**config.mk**
```make
export PLATFORM = sky130hd
export DESIGN_NAME = kf8259_interrupt_request_service
export DESIGN_NICKNAME = d
export VERILOG_FILES = /design/src/rtl/kf8259_interrupt_request_service.sv
export SDC_FILE = /design/constraint.sdc
export NUM_CORES = 1
export LEC_CHECK = 0
export CAP_MARGIN = 20
export CORE_MARGIN = 2
export CORE_UTILIZATION = 44
export CTS_CLUSTER_DIAMETER = 30
export CTS_CLUSTER_SIZE = 16
export DETAILED_ROUTE_END_ITERATION = 8
export PLACE_DENSITY = 0.68
export SYNTH_ARGS = -nofsm -noshare
export SYNTH_HDL_FRONTEND = slang
export SYNTH_SLANG_ARGS = --single-unit
export TNS_END_PERCENT = 50
```
**constraint.sdc**
```tcl
create_clock -name clock -period 22.1 [get_ports clock]
set_input_delay 5.525 -clock clock [delete_from_list [all_inputs] [get_ports clock]]
set_output_delay 5.525 -clock clock [all_outputs]
set_load 0.03 [all_outputs]
```
**src/rtl/kf8259_interrupt_request_service.sv**
```systemverilog
// 8259A interrupt request register, in-service register and rotating priority resolver.
// Samples IR pins, picks the winning request and tracks the highest in-service level.
module kf8259_interrupt_request_service (
    input  logic       clock,
    input  logic       reset_n,
    input  logic [7:0] interrupt_request_pin,
    input  logic       write_initial_command_word_1,
    input  logic       level_or_edge_toriggered_config,
    input  logic       special_fully_nest_config,
    input  logic       freeze,
    input  logic [7:0] clear_interrupt_request,
    input  logic [7:0] interrupt_mask,
    input  logic [7:0] interrupt_special_mask,
    input  logic [7:0] end_of_interrupt,
    input  logic [2:0] priority_rotate,
    input  logic       latch_in_service,
    output logic [7:0] interrupt,
    output logic [7:0] highest_level_in_service,
    output logic [7:0] interrupt_request_register,
    output logic [7:0] in_service_register
);

    // Rotate so the highest-priority level sits at bit 0, keep the lowest set bit, rotate back.
    function automatic logic [7:0] resolve(input logic [7:0] req, input logic [2:0] rotate);
        logic [2:0] amt;
        logic [7:0] rot_req;
        logic [7:0] low;
        amt     = rotate + 3'd1;
        rot_req = (req >> amt) | (req << (4'd8 - {1'b0, amt}));
        low     = rot_req & (~rot_req + 8'd1);
        return (low << amt) | (low >> (4'd8 - {1'b0, amt}));
    endfunction

    // Priority rank of a one-hot level: 0 = highest priority under the current rotation.
    function automatic logic [2:0] rotated_index(input logic [7:0] level, input logic [2:0] rotate);
        logic [2:0] idx;
        idx = 3'd0;
        for (int i = 0; i < 8; i++) begin
            if (level[i]) idx = 3'(i) - rotate - 3'd1;
        end
        return idx;
    endfunction

    logic [7:0] pin_prev;
    logic [7:0] irr;
    logic [7:0] irr_next;
    logic [7:0] isr;
    logic [7:0] candidate;
    logic [7:0] interrupt_next;
    logic [2:0] candidate_index;
    logic [2:0] in_service_index;
    logic       accept;

    assign interrupt_request_register = irr;
    assign in_service_register        = isr;
    assign highest_level_in_service   = resolve(isr & ~interrupt_special_mask, priority_rotate);

    always_comb begin
        // NOTE: every combinational output gets a default first so no latch is inferred.
        irr_next = irr;
        for (int i = 0; i < 8; i++) begin
            if (clear_interrupt_request[i])
                irr_next[i] = 1'b0;
            else if (freeze)
                irr_next[i] = irr[i];
            else if (level_or_edge_toriggered_config)
                irr_next[i] = interrupt_request_pin[i];
            else if (interrupt_request_pin[i] && !pin_prev[i])
                irr_next[i] = 1'b1;
            else if (!interrupt_request_pin[i])
                irr_next[i] = 1'b0;
        end
    end

    always_comb begin
        candidate        = resolve(irr & ~interrupt_mask, priority_rotate);
        candidate_index  = rotated_index(candidate, priority_rotate);
        in_service_index = rotated_index(highest_level_in_service, priority_rotate);
        accept           = 1'b0;
        if (candidate != 8'h00) begin
            if (highest_level_in_service == 8'h00)
                accept = 1'b1;
            else if (candidate_index < in_service_index)
                accept = 1'b1;
            else if (special_fully_nest_config && (candidate_index == in_service_index))
                accept = 1'b1;
        end
        interrupt_next = accept ? candidate : 8'h00;
    end

    // NOTE: sequential state uses non-blocking assignments so all registers update together.
    always_ff @(posedge clock or negedge reset_n) begin
        if (!reset_n) begin
            pin_prev  <= 8'h00;
            irr       <= 8'h00;
            isr       <= 8'h00;
            interrupt <= 8'h00;
        end else if (write_initial_command_word_1) begin
            pin_prev  <= 8'h00;
            irr       <= 8'h00;
            isr       <= 8'h00;
            interrupt <= 8'h00;
        end else begin
            pin_prev <= interrupt_request_pin;
            irr      <= irr_next;
            // A bit both cleared by EOI and latched in the same cycle ends up set.
            isr      <= (isr & ~end_of_interrupt) | (latch_in_service ? interrupt : 8'h00);
            if (!freeze)
                interrupt <= interrupt_next;
        end
    end

endmodule

```
# --- Word level (Yosys, flattened, before mapping) ---
# Cells that the tools add are included.
classes:
  muxes: 67
  addsub: 20
  order_cmp: 1
  bitwise: 15
  reduce_logical: 27
  shift: 8
  n_eq_ne: 18
ops:
  columns: ["operator", "n"]
  rows:
  - ["$mux W8", 7]
  - ["$mux W3", 16]
  - ["$mux W1", 44]
  - ["$and A8 B8 Y8", 5]
  - ["$ne A5 B1 Y1 const B", 8]
  - ["$not A8 Y8", 5]
  - ["$or A8 B8 Y8", 5]
  - ["$ne A3 B2 Y1 const B", 8]
  - ["$sub A3 B1 Y3 const B", 8]
  - ["$add A8 B1 Y8 const B", 2]
  - ["$reduce_and A2 Y1", 8]
  - ["$shl A8 B3 Y8", 2]
  - ["$shl A8 B4 Y8", 2]
  - ["$shr A8 B3 Y8", 2]
  - ["$shr A8 B4 Y8", 2]
  - ["$sub A3 B3 Y3 const A", 4]
  - ["$logic_and A1 B1 Y1", 9]
  - ["$logic_not A1 Y1", 8]
  - ["$logic_not A8 Y1", 1]
  - ["$reduce_bool A8 Y1", 1]
  - ["$sub A1 B3 Y3 const A", 2]
  - ["$sub A2 B3 Y3 const A", 2]
  - ["$sub A4 B3 Y4 const A", 1]
  - ["$add A3 B1 Y3 const B", 1]
  - ["3 further kinds", 3]
word_totals:
  inputBits: 50
  out_inout_bits: 32
  ff_bits: 32
  wordCells: 167

# --- Longest topological paths before layout ---
logic_depth:
  word_depth: 26
  ltp_mapped: 27
  mapped_depth_nobuf: 20

# --- Least setup slack after synthesis ---
# Ideal clock, no wire load.
synth_path:
  path_kind: "in2out"
  startpoint: "input port priority_rotate[0]"
  endpoint: "output port highest_level_in_service[1]"
  required_time_ns: 16.575
  path_slack_ns: 7.186
  path_buffers: 5
  path_stages: 14
  arrival_time_ns: 9.389
  cell_sequence: "buf_6 inv_1 clkbuf_1 clkbuf_1 ha_1 nor2b_1 clkbuf_1 o21ai_0 o221ai_1 or4_4 buf_6 nor3_2 nand3_1 a21oi_1"
synth_via:
  elab_chain_len: 9
  elab_cells_between_ends: 11
  cone_classes: "add/sub: 3; shift: 4; bitwise: 4"
synth_rtl:
  columns: ["element", "line", "rtl"]
  rows:
  - ["from (decl)", "15", "input logic [2:0] priority_rotate,"]
  - ["$add A3 B1 Y3 *", "28", "amt = rotate + 3'd1;"]
  - ["$sub A4 B3 Y4", "29, 31", null]
  - ["$shl A8 B4 Y8", "29", "rot_req = (req >> amt) | (req << (4'd8 - {1'b0, amt}));"]
  - ["$or A8 B8 Y8", "29", null]
  - ["$not A8 Y8", "30", "low = rot_req & (~rot_req + 8'd1);"]
  - ["$add A8 B1 Y8", "30", null]
  - ["$and A8 B8 Y8", "30", null]
  - ["$shr A8 B4 Y8 or $shl A8 B3 Y8 (tied branches)", "31", "return (low << amt) | (low >> (4'd8 - {1'b0, amt}));"]
  - ["$or A8 B8 Y8 *", "31", null]
  - ["to (decl)", "18", "output logic [7:0] highest_level_in_service,"]
# Mark *: on every way between the ends. The rest lies on a longest branch, timed or not.

# --- Worst setup path in the final report ---
layout_path:
  startpoint: "input port priority_rotate[1]"
  endpoint: "output port highest_level_in_service[0]"
# The elaborated chain is that of the path after synthesis.

==> impl_metrics.ini <==
[global_routing]
pin_count_of_the_biggest_net_entering_global_routing = 84
first_global_vias = 5725
grt_pass1_wl_um = 31500
grt.total_usage_pct = 34.2
grt.overflow.total = 0
antenna_found_initial = 0

[place]
place.port_buffers = 81
place_hpwl_um = 14800
gp_congestion = 1.09
dpl.cell_count = 839

[layout]
antenna_cells = 0
stdcell_count = 847
fin_util_pct = 54.0
area.growth.synth_to_final_pct = 19.6
final_nets = 761
layout.cells.most_common = sky130_fd_sc_hd__clkdlybuf4s50_1
drive_gt1_share_pct = 7.64
layout.cells.most_common_list = sky130_fd_sc_hd__clkdlybuf4s50_1, sky130_fd_sc_hd__nor2_1, sky130_fd_sc_hd__nand2_1

[sta]
setup_failing_eps_final = 0
grt_setup_unrepaired = false
hold_viol_final = 0
timing_worst_slew_pin_value_ns = 1.13
drv_slew = 0
final_period_minus_worst_setup_slack_ns = 16.59
clock_skew_ns = 0.00653
worst_slew_margin_rel_pct = 24.7
timing.final.crit_share_pct = 75.1
peak_freq_mhz = 60.3
timing.setup.tns_ns = 0

[worst_setup_path]
critical_setup_path_class = in2out
cp_max_fo = 70
critical_path.endpoint_type = output pin
cp-start-kind = input port
timing.reg2reg.worst_path_depth = 17
worst-endpoint-arrival_ns = 11.07
required_time_of_the_critical_path_ns = 16.58

[clocking]
number_of_clock_buffers_inserted_by_tritoncts = 5
clock-root-buffer = sky130_fd_sc_hd__clkbuf_8
clkTransAtPathRegs_ns = 0.07
cts_max_level = 2
cts_tree = built
cts_setup_buffers = 0
clock_latency_ns = 0.29
ctsHoldBuffers = 0
cts-resized-gates = 0
cts_num_sinks = 32
ctsLongestPathBuffers = 2

[pwr]
power_frac_seq_pct = 26.1
total_power_mw = 0.255
power_frac_comb_pct = 52.0
max-vdd-ir-drop_v = 0.0000740
p_leak_nw = 2.09
p_sw_share_pct = 43.1
powerDensity_nw_per_um2 = 43.5
power.switching_mw = 0.110
power_report.internal_total_mw = 0.145
share_clk_of_total_power_pct = 21.9

[floorplanning]
dieHeight_um = 109
std_cell_rows = 38
die-width_um = 109
die_area_um2 = 12000
core_region_area_um2 = 10800
num_io_pins = 82
floorplan.initialDensity_pct = 45.1

[routing]
wl_per_cell_um = 23.8
drt_pass1_iterations = 7
detail_route.vias_per_cell = 7.30
route.antenna.remaining_nets = 0
drt_iter0_drc = 968
drc = 0
vias = 6183
drt_wl_total_um = 20200

[logic_synthesis]
syn-mean-instance-area_um2 = 7.44
synth.lib_cells_used.distinct = 92
syn-num-nets = 712
area_of_the_mapped_netlist_um2 = 4890
synth.ff_latch_count = 32
synth-seq-area-share_pct = 16.4
asyncSetResetFlopFracSynth_pct = 100
predominant_post_synthesis_flop_cell = sky130_fd_sc_hd__dfrtp_1
cells_after_synth = 657
yosysWarnings = 0
count_of_flip_flops_with_a_built_in_enable_after_synthesis = 0

[flow_run]
drv.max_cap_violation_count = 0

[worst_hold_path]
worst_hold_path.num_cells = 3
hold_path_class = reg2reg

[status]
outcome = complete, no violations
## area by class of cell
cell class,count,area (um2)
clock inverters,3,42.5
repair buffers,93,896
inverters,11,42.5
flip-flops and latches,32,801
multi-input cells,563,3820
fillers,1064,4990
clock buffers,5,68.8
well taps,140,175
## state kept, by name, indices dropped and copies added (netlist names)
name and cells:
interrupt_request_register 8, interrupt 8, in_service_register 8, pin_prev 8
## power groups by stage
| stage | Combinational, mW | Clock [mW] | Sequential [mW] |
|---|---|---|---|
| global placement | 0.128 | 0 | 0.0674 |
| floorplan | 0.0799 | 0 | 0.0712 |
| finish | 0.133 | 0.0558 | 0.0664 |
| global route | 0.141 | 0.0601 | 0.0669 |
| detailed placement | 0.128 | 0 | 0.0674 |
| CTS | 0.129 | 0.0570 | 0.0664 |
## per-layer routing
layer,GRT usage (%),up-vias,wire [um]
li1,-,2681,-
met1,43.9,2918,7780
met2,57.2,477,9280
met3,4.33,107,1990
met4,15.1,0,1110
met5,0,-,0
## cell families (layout without fill, tap and decap cells)
kind of cell               Yosys count  after routing  synth area share (%)
buffers and inverters               62            112                  5.48
AOI/OAI and AO/OA                  244            244                  36.2
muxes                               16             16                  4.86
adders and majority gates            5              5                  1.28
and+or+nand+nor                    294            294                  34.9
xor gates and xnor gates             4              4                 0.870
DFF                                 32             32                  16.4
## synth_stat cells (all sizes together), types with 9 or more instances
library cell   n  area share (%)
nor3b         12             1.8
clkbuf        33             2.6
nand4         10             1.3
dfrtp         32              16
and2          11             1.4
o21ai         48             4.9
a21oi         39             4.1
nand2         47             3.6
o22ai         11             1.4
nor2b         26             3.3
buf           18             2.0
o211ai        14             2.3
inv            9            0.69
nand2b        30             3.8
nor3          17             1.8
a31oi          9             1.3
nor2          66             5.1
nor4          14             2.4
a211oi         9             1.5
nand3         14             1.4
## critical path: stages
cell                              delay, ns
sky130_fd_sc_hd__clkdlybuf4s50_1       0.88
sky130_fd_sc_hd__inv_1                 0.18
sky130_fd_sc_hd__ha_2                  0.30
sky130_fd_sc_hd__buf_4                 0.32
sky130_fd_sc_hd__nand2b_1              0.37
sky130_fd_sc_hd__o21ai_1               0.90
sky130_fd_sc_hd__o221ai_2              0.34
sky130_fd_sc_hd__or4_4                 0.62
sky130_fd_sc_hd__nor4_4                0.34
sky130_fd_sc_hd__o32ai_1               0.12
sky130_fd_sc_hd__or3_4                 0.35
sky130_fd_sc_hd__clkinv_2              0.07
sky130_fd_sc_hd__clkdlybuf4s50_1       0.66
## metrics by stage
| step | setup slack [ns] | hold WS [ns] | area, um2 |
|---|---|---|---|
| floorplan | 7.19 | 0.513 | 4890 |
| detailed placement | 5.71 | 0.535 | 5740 |
| global placement | 5.85 | 0.526 | 5740 |
| finish | 5.51 | 0.544 | 5850 |
| global route | 5.23 | 0.574 | 5850 |
| CTS | 5.67 | 0.550 | 5850 |
## path summary, 6_finish.rpt
kind | start | to | slack (ns)
setup / recovery | priority_rotate[1] | highest_level_in_service[0] | 5.51
hold / removal | pin_prev[5]$_DFF_PN0_ | interrupt_request_register[5]$_DFFE_PN0P_ | 0.54
setup reg to reg | in_service_register[5]$_DFF_PN0_ | interrupt[6]$_DFFE_PN0P_ | 16.95
hold reg to reg | pin_prev[5]$_DFF_PN0_ | interrupt_request_register[5]$_DFFE_PN0P_ | 0.54
max in group asynchronous | reset_n | interrupt[4]$_DFFE_PN0P_ | 16.18
min in group asynchronous | reset_n | in_service_register[3]$_DFF_PN0_ | 5.64
(Power assumes the default switching activity.)
